===== src/rtl/norm_pkg.sv =====
`default_nettype none
// +----------------------------------------------------------------------+
// | norm_pkg                                                             |
// | Shared constants and channel packing helper for the normaliser.      |
// | Revision: 1.0 - initial release                                      |
// +----------------------------------------------------------------------+
package norm_pkg;

  // Cycles from an accepting edge to the edge that raises out_valid.
  localparam int NORM_LATENCY = 3;

  // Widest packed bus the slice helper accepts.
  localparam int NORM_MAX_BUS = 1024;

  // Extract channel i_idx of width i_width from a packed bus (channel 0 at LSBs).
  function automatic logic [63:0] chan_slice(input logic [NORM_MAX_BUS-1:0] i_bus,
                                             input int i_idx,
                                             input int i_width);
    logic [63:0] w_mask;
    w_mask = (i_width >= 64) ? '1 : ((64'd1 << i_width) - 64'd1);
    return 64'(i_bus >> (i_idx * i_width)) & w_mask;
  endfunction

endpackage
`default_nettype wire


===== src/rtl/lod_norm.sv =====
`default_nettype none
// +----------------------------------------------------------------------+
// | lod_norm                                                             |
// | Leading-one detector: left shift needed to bring the MSB to the top. |
// | Revision: 1.0 - initial release                                      |
// +----------------------------------------------------------------------+
module lod_norm
  import norm_pkg::*;
#(
  parameter int DATA_WIDTH  = 16,
  parameter int SHIFT_WIDTH = $clog2(DATA_WIDTH)
) (
  input  logic [DATA_WIDTH-1:0]  i_z,
  output logic [SHIFT_WIDTH-1:0] o_sh
);

  logic [SHIFT_WIDTH-1:0] w_msb;

  // Ascending scan: the last set bit seen is the highest one.
  always_comb begin
    w_msb = '0;
    for (int i = 0; i < DATA_WIDTH; i++) begin
      if (i_z[i]) w_msb = SHIFT_WIDTH'(i);
    end
  end

  assign o_sh = SHIFT_WIDTH'(DATA_WIDTH - 1) - w_msb;

endmodule
`default_nettype wire


===== src/rtl/norm_pipe.sv =====
`default_nettype none
// +----------------------------------------------------------------------+
// | norm_pipe                                                            |
// | Multi-channel pipelined leading-one normaliser with per-channel or   |
// | shared (block floating point) shift. Ranks: capture, detect,         |
// | min-tree, shift/output. One global enable stalls every rank.         |
// | Revision: 1.0 - initial release                                      |
// +----------------------------------------------------------------------+
module norm_pipe
  import norm_pkg::*;
#(
  parameter int DATA_WIDTH    = 16,
  parameter int CHANNELS      = 4,
  parameter int MIN_THRESHOLD = 1,
  parameter int SHIFT_WIDTH   = $clog2(DATA_WIDTH)
) (
  input  logic                            clk,
  input  logic                            reset,
  input  logic                            in_valid,
  output logic                            in_ready,
  input  logic                            block_mode,
  input  logic [CHANNELS*DATA_WIDTH-1:0]  data_in,
  output logic                            out_valid,
  input  logic                            out_ready,
  output logic [CHANNELS*DATA_WIDTH-1:0]  data_out,
  output logic [CHANNELS*SHIFT_WIDTH-1:0] shift_out,
  output logic [CHANNELS-1:0]             zero_flag
);

  logic w_en;

  // Valid chain
  logic r_s0_v, r_s1_v, r_s2_v, r_out_valid;

  // Datapath ranks (not reset; qualified by the valid chain)
  logic [DATA_WIDTH-1:0]  w_z     [CHANNELS];
  logic [CHANNELS-1:0]    w_zf;
  logic [DATA_WIDTH-1:0]  r_s0_z  [CHANNELS];
  logic [CHANNELS-1:0]    r_s0_zf;
  logic                   r_s0_mode;
  logic [SHIFT_WIDTH-1:0] w_sh    [CHANNELS];
  logic [DATA_WIDTH-1:0]  r_s1_z  [CHANNELS];
  logic [SHIFT_WIDTH-1:0] r_s1_sh [CHANNELS];
  logic [CHANNELS-1:0]    r_s1_zf;
  logic                   r_s1_mode;
  logic [SHIFT_WIDTH-1:0] w_shmin;
  logic [DATA_WIDTH-1:0]  r_s2_z  [CHANNELS];
  logic [SHIFT_WIDTH-1:0] r_s2_sh [CHANNELS];
  logic [SHIFT_WIDTH-1:0] r_s2_shmin;
  logic [CHANNELS-1:0]    r_s2_zf;
  logic                   r_s2_mode;

  // Next output values
  logic [CHANNELS*DATA_WIDTH-1:0]  w_data_nxt;
  logic [CHANNELS*SHIFT_WIDTH-1:0] w_shift_nxt;

  // Output registers
  logic [CHANNELS*DATA_WIDTH-1:0]  r_data_out;
  logic [CHANNELS*SHIFT_WIDTH-1:0] r_shift_out;
  logic [CHANNELS-1:0]             r_zero_flag;

  // Whole pipe advances when the output slot is empty or being drained.
  assign w_en     = !r_out_valid || out_ready;
  assign in_ready = w_en;

  genvar gc;
  generate
    for (gc = 0; gc < CHANNELS; gc++) begin : g_ch
      logic [DATA_WIDTH-1:0]  w_x;
      logic [SHIFT_WIDTH-1:0] w_amt;

      assign w_x      = data_in[gc*DATA_WIDTH +: DATA_WIDTH];
      assign w_zf[gc] = (w_x == '0);
      assign w_z[gc]  = w_zf[gc] ? DATA_WIDTH'(MIN_THRESHOLD) : w_x;

      lod_norm #(
        .DATA_WIDTH  (DATA_WIDTH),
        .SHIFT_WIDTH (SHIFT_WIDTH)
      ) u_lod (
        .i_z  (r_s0_z[gc]),
        .o_sh (w_sh[gc])
      );

      // Shared shift never exceeds a channel's own shift, so no bits drop.
      assign w_amt = r_s2_mode ? r_s2_shmin : r_s2_sh[gc];
      assign w_data_nxt[gc*DATA_WIDTH +: DATA_WIDTH]    = r_s2_z[gc] << w_amt;
      assign w_shift_nxt[gc*SHIFT_WIDTH +: SHIFT_WIDTH] = w_amt;
    end
  endgenerate

  // Minimum shift across channels for block mode.
  always_comb begin
    w_shmin = r_s1_sh[0];
    for (int c = 1; c < CHANNELS; c++) begin
      if (r_s1_sh[c] < w_shmin) w_shmin = r_s1_sh[c];
    end
  end

  // Valid shift chain; bubbles travel as invalid slots.
  always_ff @(posedge clk) begin
    if (reset) begin
      r_s0_v      <= 1'b0;
      r_s1_v      <= 1'b0;
      r_s2_v      <= 1'b0;
      r_out_valid <= 1'b0;
    end else if (w_en) begin
      r_s0_v      <= in_valid;
      r_s1_v      <= r_s0_v;
      r_s2_v      <= r_s1_v;
      r_out_valid <= r_s2_v;
    end
  end

  // Datapath ranks: capture/substitute, detect, min-tree.
  always_ff @(posedge clk) begin
    if (w_en) begin
      r_s0_zf    <= w_zf;
      r_s0_mode  <= block_mode;
      r_s1_zf    <= r_s0_zf;
      r_s1_mode  <= r_s0_mode;
      r_s2_zf    <= r_s1_zf;
      r_s2_mode  <= r_s1_mode;
      r_s2_shmin <= w_shmin;
      for (int c = 0; c < CHANNELS; c++) begin
        r_s0_z[c]  <= w_z[c];
        r_s1_z[c]  <= r_s0_z[c];
        r_s1_sh[c] <= w_sh[c];
        r_s2_z[c]  <= r_s1_z[c];
        r_s2_sh[c] <= r_s1_sh[c];
      end
    end
  end

  // Output rank: loads only real beats so outputs hold across bubbles.
  always_ff @(posedge clk) begin
    if (reset) begin
      r_data_out  <= '0;
      r_shift_out <= '0;
      r_zero_flag <= '0;
    end else if (w_en && r_s2_v) begin
      r_data_out  <= w_data_nxt;
      r_shift_out <= w_shift_nxt;
      r_zero_flag <= r_s2_zf;
    end
  end

  assign out_valid = r_out_valid;
  assign data_out  = r_data_out;
  assign shift_out = r_shift_out;
  assign zero_flag = r_zero_flag;

endmodule
`default_nettype wire

===== config.mk =====
export PLATFORM = sky130hd
export DESIGN_NAME = norm_pipe
export DESIGN_NICKNAME = d
export VERILOG_FILES = /design/src/rtl/norm_pkg.sv /design/src/rtl/lod_norm.sv /design/src/rtl/norm_pipe.sv
export SDC_FILE = /design/constraint.sdc
export NUM_CORES = 1
export LEC_CHECK = 0
export CAP_MARGIN = 20
export CELL_PAD_IN_SITES_DETAIL_PLACEMENT = 0
export CELL_PAD_IN_SITES_GLOBAL_PLACEMENT = 1
export CORE_AREA = 5 5 182 184
export DETAILED_ROUTE_END_ITERATION = 12
export DIE_AREA = 0 0 187 189
export PLACE_DENSITY = 0.79
export RECOVER_POWER = 100
export SETUP_SLACK_MARGIN = 0.4
export SYNTH_ARGS = -nofsm -noshare
export SYNTH_HDL_FRONTEND = slang
export SYNTH_SLANG_ARGS = --single-unit

===== constraint.sdc =====
create_clock -name clk -period 6.5 [get_ports clk]
set_input_delay 0.65 -clock clk [delete_from_list [all_inputs] [get_ports clk]]
set_output_delay 0.65 -clock clk [all_outputs]
set_load 0.05 [all_outputs]

==> impl.org <==
** Routing
- For this run, the detailed router's first-pass iteration total came to 6.
- In the final routed layout, each cell accounts on average for 18.5 um.
- The first routing iteration left 488 violations.
- Dividing the detail-routed via count by the number of cells gives 5.50.
- Across all layers, the routed design uses 9,065 vias.
- Total wirelength of the detailed-routed design :: 30.5 mm
- In the routed design, unresolved DRC markers number 0.
- Once detail routing completed, the nets flagged for antenna violations numbered 0.

** Floorplanning
- The floorplan has 65 rows.
- Die extent in y :: 189 um
- Die area :: 35,300 sq um
- The core region is 31,200 sq um.
- Initial standard-cell utilization of the core :: 45.4%
- Width of the die :: 187 um
- Number of top-level design ports :: 155

** Placed design
- The HPWL after detailed placement is 21.5 mm.
- In this run the tool buffered the top-level ports with 154 buffer cells.
- In this run the cell area measured after placement is 15,900 sq um.
- In this run, placement finished with an instance count of 1,582.
- Prior to clock tree synthesis, the placed netlist has a worst setup slack of 2.17 ns.
- At the end of routability-driven placement, the weighted congestion stood at 0.822.

** STA
- Worst Max-Slew Pin Slew :: 2.12 ns
- Crit path time final :: 5.18 ns
- Share of the clock period used by the worst path :: 79.7%
- Final worst slack :: 1.32 ns
- Worst rel slew slack :: -41.6%
- The max-slew violation total from the final report was 237.
- Finish-stage setup viols :: 0
- Count of endpoints failing hold in the final timing report :: 0
- Unrepaired setup endpoints after global routing :: no
- WHS :: 0.416 ns
- For this run, the top clock speed supported by timing is 193 MHz.
- The clock arrives with 0.0134 ns of skew.
- Setup total negative slack on the finished layout was measured at 0 ns.

** Layout
- Non-Filler Instances :: 1,647
- Ratio of cells with drive above 1 in the final layout :: 9.24%
- 0 antenna diodes ended up in the layout.
- After filler insertion, the fill cell instance count of the layout stands at 2,618.
- After routing the design area is 17,000 sq um.
- Area added between synthesis and finish :: 19.8%
- The net count of the finished layout is 1,299.

** Global route
- Global-route wire length before repair :: 48.5 mm
- The number of global-route vias before repair is 8,964.
- Summed over all layers, the global routing overflow is 0.
- For this run, the total global-route usage over all layers was measured as 16.8%.
- Initial antenna violation count :: 0
- Largest net degree at the start of global routing :: 88

** Min path
- The startpoint identified for the worst hold timing path is r_s1_z[3][2]$_DFFE_PN_.
- The tightest min-delay check is of the register to register type.

** Worst setup path
- The critical path in this run is classified as input port to register.
- Type of origin of the critical path :: input port
- In this run the worst setup path begins at out_ready.
- Buffers & Inverters on Critical Path :: 3
- Data required time at the worst endpoint :: 6.89 ns
- Crit-path cells :: dlygate4sd3_1 > nand2b_1 > and2_0 > clkbuf_1 > nor2_2 > buf_6 > a221o_1
- For the worst setup path, the data arrival time is 5.57 ns.
- Crit-path max cell delay :: 1.58 ns
- Of all nets on the critical path, the largest fanout is 46.
- STA classifies the critical path endpoint as a register.
- Grouping stages by cell kind, the critical path spends the most delay in buffers and inverters.
- The worst register-to-register path begins at out_valid$_SDFFE_PP0N_.
- Slowest-stage cell, CP :: clkbuf_1

** Logic synthesis
- After synthesis, the mean cell area works out to 12.6 sq um.
- Simple-gate portion of the synthesized area :: 9.82%
- In this run the cell area of the synthesized design comes to 14,200 sq um.
- Area fraction of the dominant cell type after synthesis :: 51.4%
- Sequential share of the synthesized area :: 63.8%
- The most used flip-flop cell after synthesis is edfxtp_1.
- The Yosys step of the flow raised 0 warnings.
- Syn Inst Count :: 1,126
- Synthesized flop and latch total :: 331
- Multiplexer share of the synthesized area :: 10.9%
- Dominant combinational cell family by area after synthesis :: multiplexers
- Syn nets :: 1,206
- Number of synthesized flops with an enable pin :: 243
- Commonest cells post-synth :: 243 x edfxtp_1, 90 x nand2_1, 88 x clkbuf_1, 88 x dfxtp_1, 85 x mux2i_1
- Area share of xor/xnor cells in the synthesized design :: 0%
- After synthesis, the netlist uses 60 different library cells.
- Synth async-reset ratio :: 0%
- Cell type with the largest total area after synthesis :: edfxtp_1
- Summing the areas of all fa, ha and maj instances in the mapped netlist gives 0.970% of the synthesized area.
- In the post-synthesis netlist, the cell with the most instances is edfxtp_1.
- Summing the areas of all compound-gate instances in the mapped netlist gives 10.1% of the synthesized area.
- Most area-consuming cells after synthesis :: edfxtp_1 51%, dfxtp_1 12%, mux2i_1 6.0%

** Run
- Max-Cap Viols :: 4

** CTS
- Clock input transition at the sequential cells of the worst setup and hold paths :: 0.06 ns
- Worst-Skew Late Latency :: 0.51 ns
- Total number of clock tree sinks :: 331
- Hold repair after CTS inserted 0 buffers.
- The number of gates resized after CTS was 0.
- The cell sitting at the root of the clock tree is a clkbuf_16.
- In this run the deepest clock path goes through 3 buffers.
- The H-tree was split into 2 levels.
- The number of clock buffers added by TritonCTS is 35.
- Post-CTS setup buffer count :: 0
- TritonCTS built the clock tree.

** Power and ir drop
- Static power due to leakage :: 6.67 nW
- Across the VDD grid, the largest voltage drop is 0.214 mV.
- Dividing total power by cell area gives a power density of 305 nW/um^2.

** Status
- Failing checks :: capacitance limit, slew limit
- The run finished, with violations left.
[power by group]
| group | switching, mW | total (mW) | leakage [nW] | internal (mW) |
|---|---|---|---|---|
| sequential | 0.0846 | 2.48 | 3.34 | 2.39 |
| combinational | 0.444 | 0.761 | 2.76 | 0.317 |
| clock | 0.779 | 1.95 | 0.559 | 1.17 |
| total | 1.31 | 5.18 | 6.67 | 3.88 |
[state kept, by name (all words and copies together), names as in the netlist, 4 cells and up]
register / flops
r_s0_zf: 4
r_s2_z: 64
r_s0_z: 64
r_s2_shmin: 4
r_s1_z: 64
data_out: 64
zero_flag: 4
r_s1_zf: 4
r_s2_zf: 4
shift_out: 16
r_s2_sh: 16
r_s1_sh: 16
[per-layer routing]
metal	part of all wire (%)	vias up	wire length [um]	track usage, %
li1	-	4407	-	-
met4	2.4	0	725	4.95
met3	5.9	61	1810	3.48
met2	48	264	14600	28.4
met1	44	4333	13400	22.1
met5	0	-	0	0
[path summary, 6_finish.rpt]
check / to / cells past startpoint / slack [ns]
max: data_out[63]$_SDFFE_PP0P_ / 7 / 1.32
min: r_s2_z[3][2]$_DFFE_PN_ / 0 / 0.42
max reg2reg: data_out[63]$_SDFFE_PP0P_ / 6 / 1.75
min reg2reg: r_s2_z[3][2]$_DFFE_PN_ / 0 / 0.42
[kinds of logic after synthesis]
family / Yosys count
compound gates: 219
fa+ha+maj: 11
flops: 331
mux: 124
simple gates: 297
buf+inv: 144
[metrics by stage]
stage | power [mW] | utilization (%)
after global routing | 5.40 | 54.4
after detailed placement | 3.29 | 50.8
after global placement | 3.28 | 50.8
after CTS | 5.25 | 54.4
final | 5.18 | 54.4
after floorplan | 3.07 | -
[layout by cell type (no fill, tap or decap), drive strengths merged, types with 8 or more instances in the layout]
| cell type | count |
|---|---|
| and3 | 11 |
| and2 | 9 |
| nand2b | 9 |
| inv | 29 |
| o22ai | 10 |
| nand3 | 13 |
| ha | 11 |
| mux2i | 91 |
| a21oi | 58 |
| a22oi | 25 |
| nor4 | 21 |
| a31oi | 8 |
| nand2 | 90 |
| clkinv | 11 |
| mux4 | 19 |
| a211oi | 30 |
| mux2 | 14 |
| o21ai | 35 |
| nor3 | 28 |
| clkbuf | 53 |
| dlygate4sd3 | 148 |
| nor2 | 83 |
| dfxtp | 88 |
| edfxtp | 243 |
| buf | 14 |
[layout make-up]
class	instances	area, sq um	area share [%]
inverters	29	109	0.640
well taps	402	503	2.96
repair buffers	171	1660	9.74
clock buffers	49	1010	5.95
clock inverters	14	126	0.743
multi-input cells	651	4540	26.7
flip-flops and latches	331	9060	53.3
[worst reg2reg max path, cell delays in order (launching register included)]
cell and delay (ns):
dfxtp_1 0.31, nand2b_1 0.95, and2_0 0.71, clkbuf_1 1.58, nor2_2 0.41, buf_6 0.32
a221o_1 0.36
Note: power is estimated with default switching activity, not from simulation.
